$ cat config.mk
export PLATFORM = sky130hd
export DESIGN_NAME = vending_dispatch_ctrl
export DESIGN_NICKNAME = d
export VERILOG_FILES = /design/src/rtl/vending_pkg.sv /design/src/rtl/vm_sensor_sync.sv /design/src/rtl/vending_dispatch_ctrl.sv
export SDC_FILE = /design/constraint.sdc
export NUM_CORES = 1
export LEC_CHECK = 0
export CAP_MARGIN = 20
export CORE_MARGIN = 3
export CORE_UTILIZATION = 60
export CTS_CLUSTER_DIAMETER = 60
export DETAILED_ROUTE_END_ITERATION = 8
export PLACE_DENSITY_LB_ADDON = 0.08
export SETUP_SLACK_MARGIN = 0.1
export SLEW_MARGIN = 40
export SYNTH_ARGS = -nofsm -noshare
export SYNTH_HDL_FRONTEND = slang
export SYNTH_SLANG_ARGS = --single-unit
$ cat constraint.sdc
create_clock -name clock_in -period 4.5 [get_ports clock_in]
set_input_delay 0.45 -clock clock_in [delete_from_list [all_inputs] [get_ports clock_in]]
set_output_delay 0.45 -clock clock_in [all_outputs]
set_load 0.03 [all_outputs]
$ cat src/rtl/vending_pkg.sv
// Shared types and defaults for the vending dispatch controller.
// Holds the FSM state enum, parameter defaults and channel-width helper.
package vending_pkg;

  typedef enum logic [1:0] {
    IDLE,
    RUN,
    SETTLE,
    FAULT
  } state_t;

  localparam int MAX_TURNS_DEF = 9;
  localparam int TIMEOUT_DEF   = 50_000_000;

  function automatic int ch_w(input int n);
    return (n < 2) ? 1 : $clog2(n);
  endfunction

endpackage

$ cat src/rtl/vm_sensor_sync.sv
// Two-flop synchroniser plus rising-edge detect for a sensor vector.
// Ports: clk, rst (sync, active-high), async_in[W], sync[W] level, rise[W] pulse.
module vm_sensor_sync #(
  parameter int W = 1
) (
  input  logic         clk,
  input  logic         rst,
  input  logic [W-1:0] async_in,
  output logic [W-1:0] sync,
  output logic [W-1:0] rise
);

  logic [W-1:0] meta_q;
  logic [W-1:0] sync_q;
  logic [W-1:0] prev_q;

  always_ff @(posedge clk) begin
    if (rst) begin
      meta_q <= '0;
      sync_q <= '0;
      prev_q <= '0;
    end else begin
      meta_q <= async_in;
      sync_q <= meta_q;
      prev_q <= sync_q;
    end
  end

  assign sync = sync_q;
  assign rise = sync_q & ~prev_q;

endmodule

$ cat src/rtl/vending_dispatch_ctrl.sv
// Multi-channel motor dispatch: one relay at a time, turn count, jam fault.
// Ports: clock/reset, valid/ready request, sensors, relay, status, turns left.
module vending_dispatch_ctrl
  import vending_pkg::*;
#(
  parameter int N_CH        = 4,
  parameter int CNT_W       = 4,
  parameter int MAX_TURNS   = MAX_TURNS_DEF,
  parameter int TIMEOUT_CYC = TIMEOUT_DEF,
  parameter int CH_W        = ch_w(N_CH)
) (
  input  logic             clock_in,
  input  logic             reset_in,
  input  logic             req_valid_in,
  output logic             req_ready_out,
  input  logic [CH_W-1:0]  req_channel_in,
  input  logic [CNT_W-1:0] req_turns_in,
  input  logic [N_CH-1:0]  sensor1_in,
  input  logic [N_CH-1:0]  sensor2_in,
  input  logic             fault_clear_in,
  output logic [N_CH-1:0]  rele_out,
  output logic             busy_out,
  output logic             done_out,
  output logic             reject_out,
  output logic             fault_out,
  output logic [CH_W-1:0]  fault_channel_out,
  output logic [CNT_W-1:0] turns_left_out
);

  localparam int TMR_W = $clog2(TIMEOUT_CYC + 1);
  localparam logic [TMR_W-1:0] TMO_LAST = TMR_W'(TIMEOUT_CYC - 1);

  state_t           state;
  logic [CH_W-1:0]  ch_q;
  logic [TMR_W-1:0] timer;
  logic [N_CH-1:0]  s1_sync;
  logic [N_CH-1:0]  s1_rise;
  logic [N_CH-1:0]  s2_sync;
  logic [N_CH-1:0]  s2_rise;
  logic [N_CH-1:0]  one_hot;
  logic             bad_req;
  logic             unused_ok;

  vm_sensor_sync #(.W(N_CH)) u_sync1 (
    .clk      (clock_in),
    .rst      (reset_in),
    .async_in (sensor1_in),
    .sync     (s1_sync),
    .rise     (s1_rise)
  );

  vm_sensor_sync #(.W(N_CH)) u_sync2 (
    .clk      (clock_in),
    .rst      (reset_in),
    .async_in (sensor2_in),
    .sync     (s2_sync),
    .rise     (s2_rise)
  );

  assign unused_ok = ^{s1_sync, s2_rise};

  assign one_hot = N_CH'(1) << req_channel_in;
  assign bad_req = (req_turns_in == '0)
                || (int'(req_turns_in) > MAX_TURNS)
                || (int'(req_channel_in) >= N_CH);

  always_ff @(posedge clock_in) begin
    if (reset_in) begin
      state             <= IDLE;
      ch_q              <= '0;
      timer             <= '0;
      rele_out          <= '0;
      busy_out          <= 1'b0;
      done_out          <= 1'b0;
      reject_out        <= 1'b0;
      fault_out         <= 1'b0;
      fault_channel_out <= '0;
      turns_left_out    <= '0;
      req_ready_out     <= 1'b0;
    end else begin
      done_out   <= 1'b0;
      reject_out <= 1'b0;
      unique case (state)
        IDLE: begin
          req_ready_out <= 1'b1;
          if (req_valid_in && req_ready_out) begin
            if (bad_req) begin
              reject_out <= 1'b1;
            end else begin
              ch_q           <= req_channel_in;
              turns_left_out <= req_turns_in;
              timer          <= '0;
              rele_out       <= one_hot;
              busy_out       <= 1'b1;
              req_ready_out  <= 1'b0;
              state          <= RUN;
            end
          end
        end
        RUN: begin
          // A counted turn beats a timeout landing on the same cycle.
          if (s1_rise[ch_q]) begin
            timer <= '0;
            if (turns_left_out <= CNT_W'(1)) begin
              turns_left_out <= '0;
              rele_out       <= '0;
              state          <= SETTLE;
            end else begin
              turns_left_out <= turns_left_out - 1'b1;
            end
          end else if (timer == TMO_LAST) begin
            rele_out          <= '0;
            busy_out          <= 1'b0;
            fault_out         <= 1'b1;
            fault_channel_out <= ch_q;
            state             <= FAULT;
          end else begin
            timer <= timer + 1'b1;
          end
        end
        SETTLE: begin
          if (s2_sync[ch_q]) begin
            done_out      <= 1'b1;
            busy_out      <= 1'b0;
            req_ready_out <= 1'b1;
            state         <= IDLE;
          end else if (timer == TMO_LAST) begin
            busy_out          <= 1'b0;
            fault_out         <= 1'b1;
            fault_channel_out <= ch_q;
            state             <= FAULT;
          end else begin
            timer <= timer + 1'b1;
          end
        end
        FAULT: begin
          rele_out <= '0;
          if (fault_clear_in) begin
            fault_out      <= 1'b0;
            turns_left_out <= '0;
            req_ready_out  <= 1'b1;
            state          <= IDLE;
          end
        end
        default: state <= IDLE;
      endcase
    end
  end

endmodule

==> flow_summary.json <==
{
  "status": "finished clean",
  "syn_area_per_cell_sq_um": 9.09,
  "relSlewSlack_pct": 59.0,
  "fp.dieW_microns": 76.5,
  "grt-ovfl-total": 0,
  "grt_use_total_pct": 22.4,
  "path_max_fanout": 23,
  "antenna_cells": 0,
  "max_stage_delay_ps": 610,
  "startpoint_type": "primary input",
  "slew_viol_final": 0,
  "yosysMostFrequentCell": "dfxtp_1",
  "finalWorstSetupSlack_ps": 2070,
  "hold_viol_final": 0,
  "synthesis.nets": 353,
  "r2r_cells": 7,
  "hold_buffers": 0,
  "synthArstFlopShare_pct": 0,
  "setup_viol": 0,
  "vias": 2435,
  "place_area_sq_um": 3340,
  "end_kind": "register",
  "grt-busiest-layer": "met2",
  "wl_microns": 6060,
  "area_delta_synth_final_pct": 20.5,
  "ys_seq_area_share_pct": 43.6,
  "ys_types": 54,
  "grt_use_met2_pct": 35.1,
  "yosys-top-cells-area": "dfxtp_1 44%, nor2_1 5.7%, nor2b_1 5.0%, xnor2_1 4.1%, mux2i_1 3.4%",
  "viasPerCell": 5.62,
  "ir_drop_uv": 301,
  "die_h_microns": 76.5,
  "cp_slowest_cell": "or4_1",
  "drc": 0,
  "min_period_ps": 2430,
  "grt_pass1_vias": 2358,
  "core_sq_um": 4750,
  "cts_setup_buffers": 0,
  "htree_levels": 3,
  "worstPathCellList": "clkdlybuf4s50_1 -> or4_1 -> a41o_1 -> nand2_1 -> o21bai_1 -> buf_4 -> nor2_1",
  "drive_gt1_share_pct": 8.20,
  "regToRegSetupSlack_ps": 2140,
  "fin_area_sq_um": 3590,
  "cts_root_buf": "clkbuf_8",
  "die-area_sq_um": 5850,
  "post_cts_resized": 0,
  "total_power_mw": 1.64,
  "num_io_pins": 33,
  "worstHoldPathCells": 1,
  "rows": 25,
  "synth_common_cells": "65 x dfxtp_1, 45 x nor2_1, 24 x nor2b_1",
  "synth-main-ff-cell": "dfxtp_1",
  "fmax_mhz": 411,
  "gr-usage-met3_pct": 5.79,
  "cts_buffers": 9,
  "cts_num_sinks": 65,
  "critical_path_class": "primary input to register",
  "cellPowerDensity_nw_per_um2": 458,
  "yosysTopAreaCellShare_pct": 43.6,
  "crit_required_ps": 4770,
  "p_leak_nw": 1.26,
  "fin_skew_ps": 8.17,
  "drt_iter0_markers": 199,
  "synth_area_leader_cell": "dfxtp_1",
  "rsz0062_at_grt": "no",
  "clkTransAtPathRegs_ps": 70,
  "grt_pass1_wl_microns": 10700,
  "post_drt_wl_per_cell_microns": 14.0,
  "gp_congestion": 0.843,
  "clk_latency_ps": 340,
  "grt_antenna_before_repair": 0,
  "netlist_area_sq_um": 2980,
  "tightest_slew_ps": 611,
  "grt_max_degree": 44,
  "hold_path_end": "u_sync2.sync[3]",
  "num-nets-final": 386,
  "synth_warnings": 0,
  "r2r-start": "timer[0]",
  "use_met1_pct": 30.1,
  "min_from": "u_sync2.meta_q[3]",
  "rr_endpoint": "timer[18]",
  "drtPass1Iterations": 4,
  "cap_violations": 0,
  "start_util_pct": 62.7,
  "antenna_left": 0,
  "port-buffer-count": 32,
  "synth_edf_count": 0,
  "arrival_ps": 2710,
  "post-place-ws_ps": 1740,
  "tritoncts": "built",
  "dp_hpwl_microns": 4090,
  "period_share_pct": 54.1,
  "ys_seq_elements": 65,
  "synthCells": 328,
  "tns_ps": 0,
  "cts_buffer_depth": 2,
  "hold_path.class": "register to register"
}
==> worst max-delay path, delay by kind of cell <==
kind / cells / cell delay (ps)
AOI/OAI and AO/OA: 2 / 400
buffers and inverters: 2 / 680
and+or+nand+nor: 3 / 1170
==> worst max path at each step <==
stage	depth (start not counted)	slack, ps	to	from
4_1_cts	6	2030	rele_out[0]	timer[12]
3_5_place_dp	7	1740	timer[20]	req_turns_in[1]
2_1_floorplan	7	2460	timer[2]	req_turns_in[1]
5_1_grt	7	1870	rele_out[0]	timer[12]
3_3_place_gp	7	1800	timer[1]	req_turns_in[1]
6_report	7	2070	timer[20]	req_turns_in[1]
==> registers in the layout, summed over array words and instances, names as in the netlist <==
name,count
done_out,1
busy_out,1
ch_q,2
u_sync2.meta_q,4
u_sync1.meta_q,4
rele_out,4
fault_out,1
reject_out,1
req_ready_out,1
u_sync2.sync,4
timer,26
u_sync1.prev_q,4
state,2
u_sync1.sync,4
turns_left_out,4
fault_channel_out,2
==> power breakdown <==
part / internal (mW) / switching [mW]
combinational: 0.160 / 0.238
sequential: 0.614 / 0.0315
clock: 0.368 / 0.233
==> cell families (layout without fill, tap and decap cells) <==
family | count (synthesis) | in the layout | synth area share, %
and+or+nand+nor | 160 | 160 | 30.5
DFF | 65 | 65 | 43.6
AOI/OAI and AO/OA | 42 | 42 | 9.90
xor gates and xnor gates | 22 | 22 | 6.46
buffers and inverters | 22 | 60 | 3.27
muxes | 10 | 10 | 3.36
adders and majority gates | 7 | 7 | 2.94
==> final cells by class <==
class / instances / area, sq um
tap: 67 / 83.8
fill: 374 / 1160
timing repair buffer: 35 / 343
multi-input combinational: 241 / 1590
clock inverter: 7 / 119
sequential: 65 / 1300
clock buffer: 9 / 124
inverter: 9 / 33.8
==> per-layer routing <==
layer  vias up  routed length (microns)  part of all wire, %
li1       1222                        -                    -
met1      1148                     2910                   48
met2        54                     2780                   46
met3        11                      251                  4.1
met4         0                      113                  1.9
met5         -                        0                    0
==> per-stage QoR <==
step	hold slack, ps	std cells	util (%)
floorplan	414	328	-
global placement	416	416	70.2
detailed placement	430	416	70.2
CTS	444	432	75.3
global route	463	433	75.6
finish	438	433	75.6
==> cell usage in the layout (no fill, tap or decap), types with 3 or more instances in the layout <==
cell,synthesis,final
nand2b_1,5,5
nand4_1,10,10
nand3_1,12,12
clkbuf_8,0,9
and4_1,3,3
nor4_1,7,7
xnor2_1,14,14
nor2b_1,24,24
inv_1,9,9
a21oi_1,11,11
ha_1,7,7
nand2_1,17,17
nor3_1,10,9
clkdlybuf4s50_1,0,32
o21ai_0,6,6
nor2_1,45,45
a211oi_1,7,7
and2_1,3,3
dfxtp_1,65,65
nand4b_1,4,4
buf_4,1,3
nor3b_1,3,3
mux2i_1,10,10
bufinv_16,0,3
xor2_1,8,8
Note: power is estimated with default switching activity, not from simulation.
